## src/rtl/mips_cpu_pkg.sv

```systemverilog
// Shared MIPS CPU definitions used by the HI/LO multiply/divide unit.
package mips_cpu_pkg;

   localparam int MULDIV_ITERS = 32;

   typedef enum logic [2:0] {
      OP_MULT  = 3'd0,
      OP_MULTU = 3'd1,
      OP_DIV   = 3'd2,
      OP_DIVU  = 3'd3,
      OP_MTHI  = 3'd4,
      OP_MTLO  = 3'd5
   } muldiv_op_t;

   typedef enum logic [1:0] {
      IDLE = 2'd0,
      MUL  = 2'd1,
      DIV  = 2'd2,
      FIX  = 2'd3
   } muldiv_state_t;

   // Unsigned magnitude of a two's-complement word; 0x80000000 maps to itself.
   function automatic logic [31:0] abs32(input logic [31:0] v);
      return v[31] ? -v : v;
   endfunction

endpackage

```

## src/rtl/mult_div_unit_if.sv

```systemverilog
// Request/result bundle between the control unit and the HI/LO multiply/divide unit.
interface mult_div_unit_if;
   logic        start;
   logic [2:0]  op;
   logic [31:0] operand_a;
   logic [31:0] operand_b;
   logic        busy;
   logic        done;
   logic [31:0] hi;
   logic [31:0] lo;

   modport master (
      output start, op, operand_a, operand_b,
      input  busy, done, hi, lo
   );

   modport slave (
      input  start, op, operand_a, operand_b,
      output busy, done, hi, lo
   );
endinterface

```

## src/rtl/mult_div_unit.sv

```systemverilog
// Iterative 33-cycle multiply/divide unit owning the HI/LO pair; one product or
// quotient bit per cycle on unsigned magnitudes, sign fixed up in a final cycle.
module mult_div_unit
   import mips_cpu_pkg::*;
(
   input logic            clk,
   input logic            reset_n,
   mult_div_unit_if.slave bus
);

   localparam logic [4:0] LAST_COUNT = 5'(MULDIV_ITERS - 1);

   muldiv_state_t state_q, state_d;
   logic [4:0]    count_q, count_d;
   logic [63:0]   acc_q, acc_d;
   logic [31:0]   mcand_q, mcand_d;
   logic [31:0]   mplier_q, mplier_d;
   logic          qsign_q, qsign_d;
   logic          rsign_q, rsign_d;
   logic          is_div_q, is_div_d;
   logic          busy_q, busy_d;
   logic          done_q, done_d;
   logic [31:0]   hi_q, hi_d;
   logic [31:0]   lo_q, lo_d;

   logic          signed_op;
   logic [32:0]   add_sum;
   logic [32:0]   trial;
   logic [63:0]   product;

   // Multiply keeps the partial product in acc and shifts it right; divide keeps
   // {remainder, dividend/quotient} in acc and shifts it left.
   always_comb begin
      state_d   = state_q;
      count_d   = count_q;
      acc_d     = acc_q;
      mcand_d   = mcand_q;
      mplier_d  = mplier_q;
      qsign_d   = qsign_q;
      rsign_d   = rsign_q;
      is_div_d  = is_div_q;
      busy_d    = busy_q;
      done_d    = 1'b0;
      hi_d      = hi_q;
      lo_d      = lo_q;
      signed_op = 1'b0;
      add_sum   = {1'b0, acc_q[63:32]} + {1'b0, (mplier_q[0] ? mcand_q : 32'd0)};
      trial     = {acc_q[63:32], acc_q[31]} - {1'b0, mcand_q};
      product   = qsign_q ? -acc_q : acc_q;

      case (state_q)
         IDLE: begin
            if (bus.start) begin
               case (bus.op)
                  OP_MULT, OP_MULTU: begin
                     signed_op = (bus.op == OP_MULT);
                     mcand_d   = signed_op ? abs32(bus.operand_a) : bus.operand_a;
                     mplier_d  = signed_op ? abs32(bus.operand_b) : bus.operand_b;
                     qsign_d   = signed_op & (bus.operand_a[31] ^ bus.operand_b[31]);
                     rsign_d   = 1'b0;
                     is_div_d  = 1'b0;
                     acc_d     = 64'd0;
                     count_d   = 5'd0;
                     busy_d    = 1'b1;
                     state_d   = MUL;
                  end
                  OP_DIV, OP_DIVU: begin
                     signed_op = (bus.op == OP_DIV);
                     mcand_d   = signed_op ? abs32(bus.operand_b) : bus.operand_b;
                     acc_d     = {32'd0, (signed_op ? abs32(bus.operand_a) : bus.operand_a)};
                     qsign_d   = signed_op & (bus.operand_a[31] ^ bus.operand_b[31]);
                     rsign_d   = signed_op & bus.operand_a[31];
                     is_div_d  = 1'b1;
                     count_d   = 5'd0;
                     busy_d    = 1'b1;
                     state_d   = DIV;
                  end
                  OP_MTHI: hi_d = bus.operand_a;
                  OP_MTLO: lo_d = bus.operand_a;
                  default: ;
               endcase
            end
         end
         MUL: begin
            acc_d    = {add_sum, acc_q[31:1]};
            mplier_d = mplier_q >> 1;
            count_d  = count_q + 5'd1;
            if (count_q == LAST_COUNT) state_d = FIX;
         end
         DIV: begin
            // A zero divisor always subtracts, yielding all-ones quotient and the dividend as remainder.
            if (!trial[32]) acc_d = {trial[31:0], acc_q[30:0], 1'b1};
            else            acc_d = {acc_q[62:0], 1'b0};
            count_d = count_q + 5'd1;
            if (count_q == LAST_COUNT) state_d = FIX;
         end
         FIX: begin
            if (is_div_q) begin
               lo_d = qsign_q ? -acc_q[31:0]  : acc_q[31:0];
               hi_d = rsign_q ? -acc_q[63:32] : acc_q[63:32];
            end else begin
               hi_d = product[63:32];
               lo_d = product[31:0];
            end
            busy_d  = 1'b0;
            done_d  = 1'b1;
            state_d = IDLE;
         end
         default: state_d = IDLE;
      endcase
   end

   always_ff @(posedge clk or negedge reset_n) begin
      if (!reset_n) begin
         state_q  <= IDLE;
         count_q  <= 5'd0;
         acc_q    <= 64'd0;
         mcand_q  <= 32'd0;
         mplier_q <= 32'd0;
         qsign_q  <= 1'b0;
         rsign_q  <= 1'b0;
         is_div_q <= 1'b0;
         busy_q   <= 1'b0;
         done_q   <= 1'b0;
         hi_q     <= 32'd0;
         lo_q     <= 32'd0;
      end else begin
         state_q  <= state_d;
         count_q  <= count_d;
         acc_q    <= acc_d;
         mcand_q  <= mcand_d;
         mplier_q <= mplier_d;
         qsign_q  <= qsign_d;
         rsign_q  <= rsign_d;
         is_div_q <= is_div_d;
         busy_q   <= busy_d;
         done_q   <= done_d;
         hi_q     <= hi_d;
         lo_q     <= lo_d;
      end
   end

   assign bus.busy = busy_q;
   assign bus.done = done_q;
   assign bus.hi   = hi_q;
   assign bus.lo   = lo_q;

endmodule

```

## src/flat_wrapper.sv

```systemverilog
// flat-port wrapper written by rule: the top's interface ports become plain ports
module mult_div_unit_flat import mips_cpu_pkg::*;
  (clk, reset_n, bus_start, bus_op, bus_operand_a, bus_operand_b, bus_busy, bus_done, bus_hi, bus_lo);
  mult_div_unit_if bus_i ();
  input logic clk;
  input logic reset_n;
  input wire logic [$bits(bus_i.start)-1:0] bus_start;
  input wire logic [$bits(bus_i.op)-1:0] bus_op;
  input wire logic [$bits(bus_i.operand_a)-1:0] bus_operand_a;
  input wire logic [$bits(bus_i.operand_b)-1:0] bus_operand_b;
  output wire logic [$bits(bus_i.busy)-1:0] bus_busy;
  output wire logic [$bits(bus_i.done)-1:0] bus_done;
  output wire logic [$bits(bus_i.hi)-1:0] bus_hi;
  output wire logic [$bits(bus_i.lo)-1:0] bus_lo;
  assign bus_i.start = bus_start;
  assign bus_i.op = bus_op;
  assign bus_i.operand_a = bus_operand_a;
  assign bus_i.operand_b = bus_operand_b;
  assign bus_busy = bus_i.busy;
  assign bus_done = bus_i.done;
  assign bus_hi = bus_i.hi;
  assign bus_lo = bus_i.lo;
  mult_div_unit u_core (.clk(clk), .reset_n(reset_n), .bus(bus_i));
endmodule
```

## config.mk

```make
export PLATFORM = sky130hd
export DESIGN_NAME = mult_div_unit_flat
export DESIGN_NICKNAME = d
export VERILOG_FILES = /design/src/rtl/mips_cpu_pkg.sv /design/src/rtl/mult_div_unit_if.sv /design/src/rtl/mult_div_unit.sv /design/src/flat_wrapper.sv
export SDC_FILE = /design/constraint.sdc
export NUM_CORES = 1
export LEC_CHECK = 0
export CORE_UTILIZATION = 60
export CTS_BUF_LIST = sky130_fd_sc_hd__clkbuf_4 sky130_fd_sc_hd__clkbuf_8 sky130_fd_sc_hd__clkbuf_16
export CTS_CLUSTER_DIAMETER = 200
export CTS_CLUSTER_SIZE = 40
export DETAILED_ROUTE_END_ITERATION = 6
export PLACE_DENSITY_LB_ADDON = 0.1
export SLEW_MARGIN = 10
export SYNTH_ARGS = -nofsm -noshare
export SYNTH_HDL_FRONTEND = slang
export SYNTH_SLANG_ARGS = --single-unit
```

## constraint.sdc

```tcl
create_clock -name clk -period 4 [get_ports clk]
set_input_delay 0.4 -clock clk [delete_from_list [all_inputs] [get_ports clk]]
set_output_delay 0.4 -clock clk [all_outputs]
set_load 0.01 [all_outputs]
```

==> flow_summary_export.csv <==
group,metric,value,unit
sta,hold_viol,4,
clocking,tritoncts,"built",
clocking,clock_insertion_delay_worst_skew,0.52,ns
setup_path,rr_startpoint,"u_core.mcand_q[0]$_DFFE_PN0P_",
synthesis,ffs_w_async_s_r_synth,100.0,%
sta,setup_violations,0,
global_routing,grt_usage,41.15,%
die,coreArea,27860,um^2
layout,area.growth.synth_to_final,13.00,%
clocking,clock_tree.buffer_depth,3,
setup_path,crit_path_end_kind,"register",
synthesis,yosysWarnings,0,
power,peakVddDrop,0.001016,V
route,detail_route.wirelength,60180,um
status,status,"finished, violations left",
setup_path,critical_path_arrival,4.13,ns
layout,final_layout_size_suffix_gt1_share,5.623,%
route,antenna_left,0,
sta,totalNegativeSetupSlack,0,ns
setup_path,cp_num_buf_inv,1,
die,die_area,29120,um^2
clocking,cts.clk_slew.worst_paths,0.18,ns
layout,final_design_utilization,69.23,%
global_routing,first_pass_grt_wire_length,92630,um
synthesis,synth.yosys.seq_area_share,29.91,%
global_routing,globalRouteOverflowTotal,0,
sta,timing.final.crit_period,3.716,ns
place,finalWeightedCongestion,0.9906,
clocking,cts_made_buffers,9,
setup_path,series_of_cell_instances_along_the_critical_path,"ha_1 > fa_1 > nand2b_1 > a21oi_1 > o21ai_0 > o21ai_1 > o21ai_0 > a311oi_4 > buf_12 > nor2_1 > a222oi_1 > nand2_1",
setup_path,cp-startpoint,"u_core.mcand_q[0]$_DFFE_PN0P_",
sta,post-route-period-util,92.89,%
clocking,cts_max_level,1,
route,route.detailed.wl_per_inst,22.51,um
setup_path,cpLargestDelayFamily,"compound AO/OA/AOI/OAI gates",
clocking,number_of_clock_sinks,204,
global_routing,first_global_vias,16464,
power,cellLeakagePower,8.432,nW
synthesis,synth.distinct_cells,84,
clocking,post-cts-setup-buffers,0,
sta,hold_slack,-0.01764,ns
die,dieHeight,170.7,um
global_routing,initial_antenna_violation_count,4,
sta,tightest_slew,1.131,ns
setup_path,critical_path.max_stage_delay,0.45,ns
clocking,cts_hold_buf,0,
sta,relSlewSlack,24.43,%
route,vias,17663,
clocking,cts_repair_resize_count,0,
sta,fmax,0.2691,GHz
sta,fin_worst_skew,0.08517,ns
synthesis,ys_dominant_reg_cell,"sky130_fd_sc_hd__dfrtp_1",
global_routing,grt_start_max_net_pins,111,
synthesis,synthesis.area_per_instance,7.705,um^2
route,route.detailed.drc,0,
layout,fin_nets,2441,
synthesis,syn-num-nets,2361,
clocking,cts-root-buf,"sky130_fd_sc_hd__clkbuf_16",
place,detailed_place_hpwl,44990,um
route,vias_per_std_cell,6.608,
route,drt_iter0_drc,1847,
synthesis,ys_seq_elements,204,
setup_path,critical_path_source_type,"register",
status,violations,"negative hold slack",
synthesis,mappedNetlistArea,17070,um^2
die,floorplan.initialDensity,61.26,%
die,boundaryPins,136,
layout,final_cell_mix,"313 x sky130_fd_sc_hd__nand2_1, 234 x sky130_fd_sc_hd__o21ai_0, 216 x sky130_fd_sc_hd__a21oi_1",
synthesis,synth_edf_count,0,
layout,n_fill_cell,2477,
place,portBuffers,135,
sta,rsz0062_at_grt,"false",
setup_path,timing_worst_setup_path_type,"register to register",
die,std_cell_rows,61,
power,power-per-cell-area,783.3,nW/um^2
setup_path,crit_path_frequent_cell,"sky130_fd_sc_hd__o21ai_0",
setup_path,timing.critical_path.required,4.42,ns
route,drtPass1Iterations,6,
synthesis,postSynthCellCount,2215,
run,maxCapViolations,0,
worst_hold_path,timing.hold.worst.class,"input pin to async pin",
setup_path,largest_fanout_on_the_critical_path,48,
die,floorplan.die.width,170.7,um
layout,mostFrequentLayoutCell,"sky130_fd_sc_hd__nand2_1",
sta,timing_max_transition_violations_final,0,
setup_path,cp.depth,12,
setup_path,worst-r2r-cell-count,12,
setup_path,worst_path_max_delay_cell,"sky130_fd_sc_hd__dfrtp_1",
## final timing paths
check	end	slack [ns]
max	u_core.acc_q[47]$_DFFE_PN0P_	0.28
min	u_core.bus.hi[13]$_DFFE_PN0P_	-0.02
max in group asynchronous	u_core.mcand_q[3]$_DFFE_PN0P_	2.72
max reg2reg	u_core.acc_q[47]$_DFFE_PN0P_	0.28
min reg2reg	u_core.mplier_q[20]$_DFFE_PN0P_	0.50
min in group clk	u_core.mplier_q[20]$_DFFE_PN0P_	0.50
## kinds of logic after synthesis
family | share of synthesized area [%]
AND/OR/NAND/NOR | 20.69
AO/OA/AOI/OAI | 26.83
buffers and inverters | 4.890
flip-flops | 29.91
XOR/XNOR | 10.37
adder cells (fa/ha/maj) | 5.660
multiplexers | 1.650
## registers in the layout, summed over array words and instances, names as in the netlist
| name | cells |
|---|---|
| u_core.acc_q | 64 |
| u_core.bus.busy | 1 |
| u_core.bus.done | 1 |
| u_core.bus.hi | 32 |
| u_core.bus.lo | 32 |
| u_core.count_q | 5 |
| u_core.is_div_q | 1 |
| u_core.mcand_q | 32 |
| u_core.mplier_q | 32 |
| u_core.qsign_q | 1 |
| u_core.rsign_q | 1 |
| u_core.state_q | 2 |
## cells in the mapped netlist, drive strengths merged (30+ instances only)
master	count	share of area (%)
nand2	314	6.9
dfrtp	204	30
a21oi	219	6.4
ha	74	5.4
clkbuf	134	2.9
nor2	155	3.4
nor3	30	0.88
xor2	106	5.4
inv	64	1.4
a22oi	49	2.2
o21ai	242	7.1
a21o	34	1.5
o221ai	40	2.1
or3	49	1.8
nand3	34	1.0
and2	44	1.6
xnor2	96	4.9
## per-layer routing
layer	share of wire [%]	global-route usage (%)
met4	4.9	18.68
met5	0.055	0
met1	41	54.94
met3	10	8.813
met2	44	63.80
## per-stage QoR
stage | power (mW) | worst slack, ns | cells | cell area, um^2 | hold WS, ns
6_report | 15.11 | 0.2843 | 2673 | 19280 | -0.01764
5_1_grt | 16.12 | 0.08254 | 2672 | 19280 | 0.08013
4_1_cts | 14.84 | 0.3244 | 2672 | 19280 | 0.06468
3_5_place_dp | 13.69 | 0.1630 | 2662 | 19030 | 0.4663
3_3_place_gp | 13.44 | 0.1516 | 2662 | 19030 | 0.4590
2_1_floorplan | 10.30 | 0.7733 | 2215 | 17070 | 0.1044
## final cells by class
type	count	area [um^2]	share of cell area, %
clock buffers	9	225.2	1.168
well taps	378	473.0	2.452
repair buffers	219	2011	10.43
flip-flops and latches	204	5105	26.47
multi-input cells	1796	11190	58.05
clock inverters	1	30.03	0.1557
diodes	1	2.502	0.01298
inverters	65	244.0	1.265
## where the power goes
part           switching (mW)  internal [mW]  total [mW]
Clock                   0.728          0.425        1.15
Sequential               1.03           2.93        3.97
Combinational            6.09           3.89        9.99
## worst reg2reg max path, cell delays in order, from the launching register on
cell	delay, ns
sky130_fd_sc_hd__dfrtp_1	0.45
sky130_fd_sc_hd__ha_1	0.25
sky130_fd_sc_hd__fa_1	0.40
sky130_fd_sc_hd__nand2b_1	0.18
sky130_fd_sc_hd__a21oi_1	0.23
sky130_fd_sc_hd__o21ai_0	0.30
sky130_fd_sc_hd__o21ai_1	0.41
sky130_fd_sc_hd__o21ai_0	0.22
sky130_fd_sc_hd__a311oi_4	0.40
sky130_fd_sc_hd__buf_12	0.28
sky130_fd_sc_hd__nor2_1	0.12
sky130_fd_sc_hd__a222oi_1	0.30
sky130_fd_sc_hd__nand2_1	0.08
Note: power is estimated with default switching activity, not from simulation.
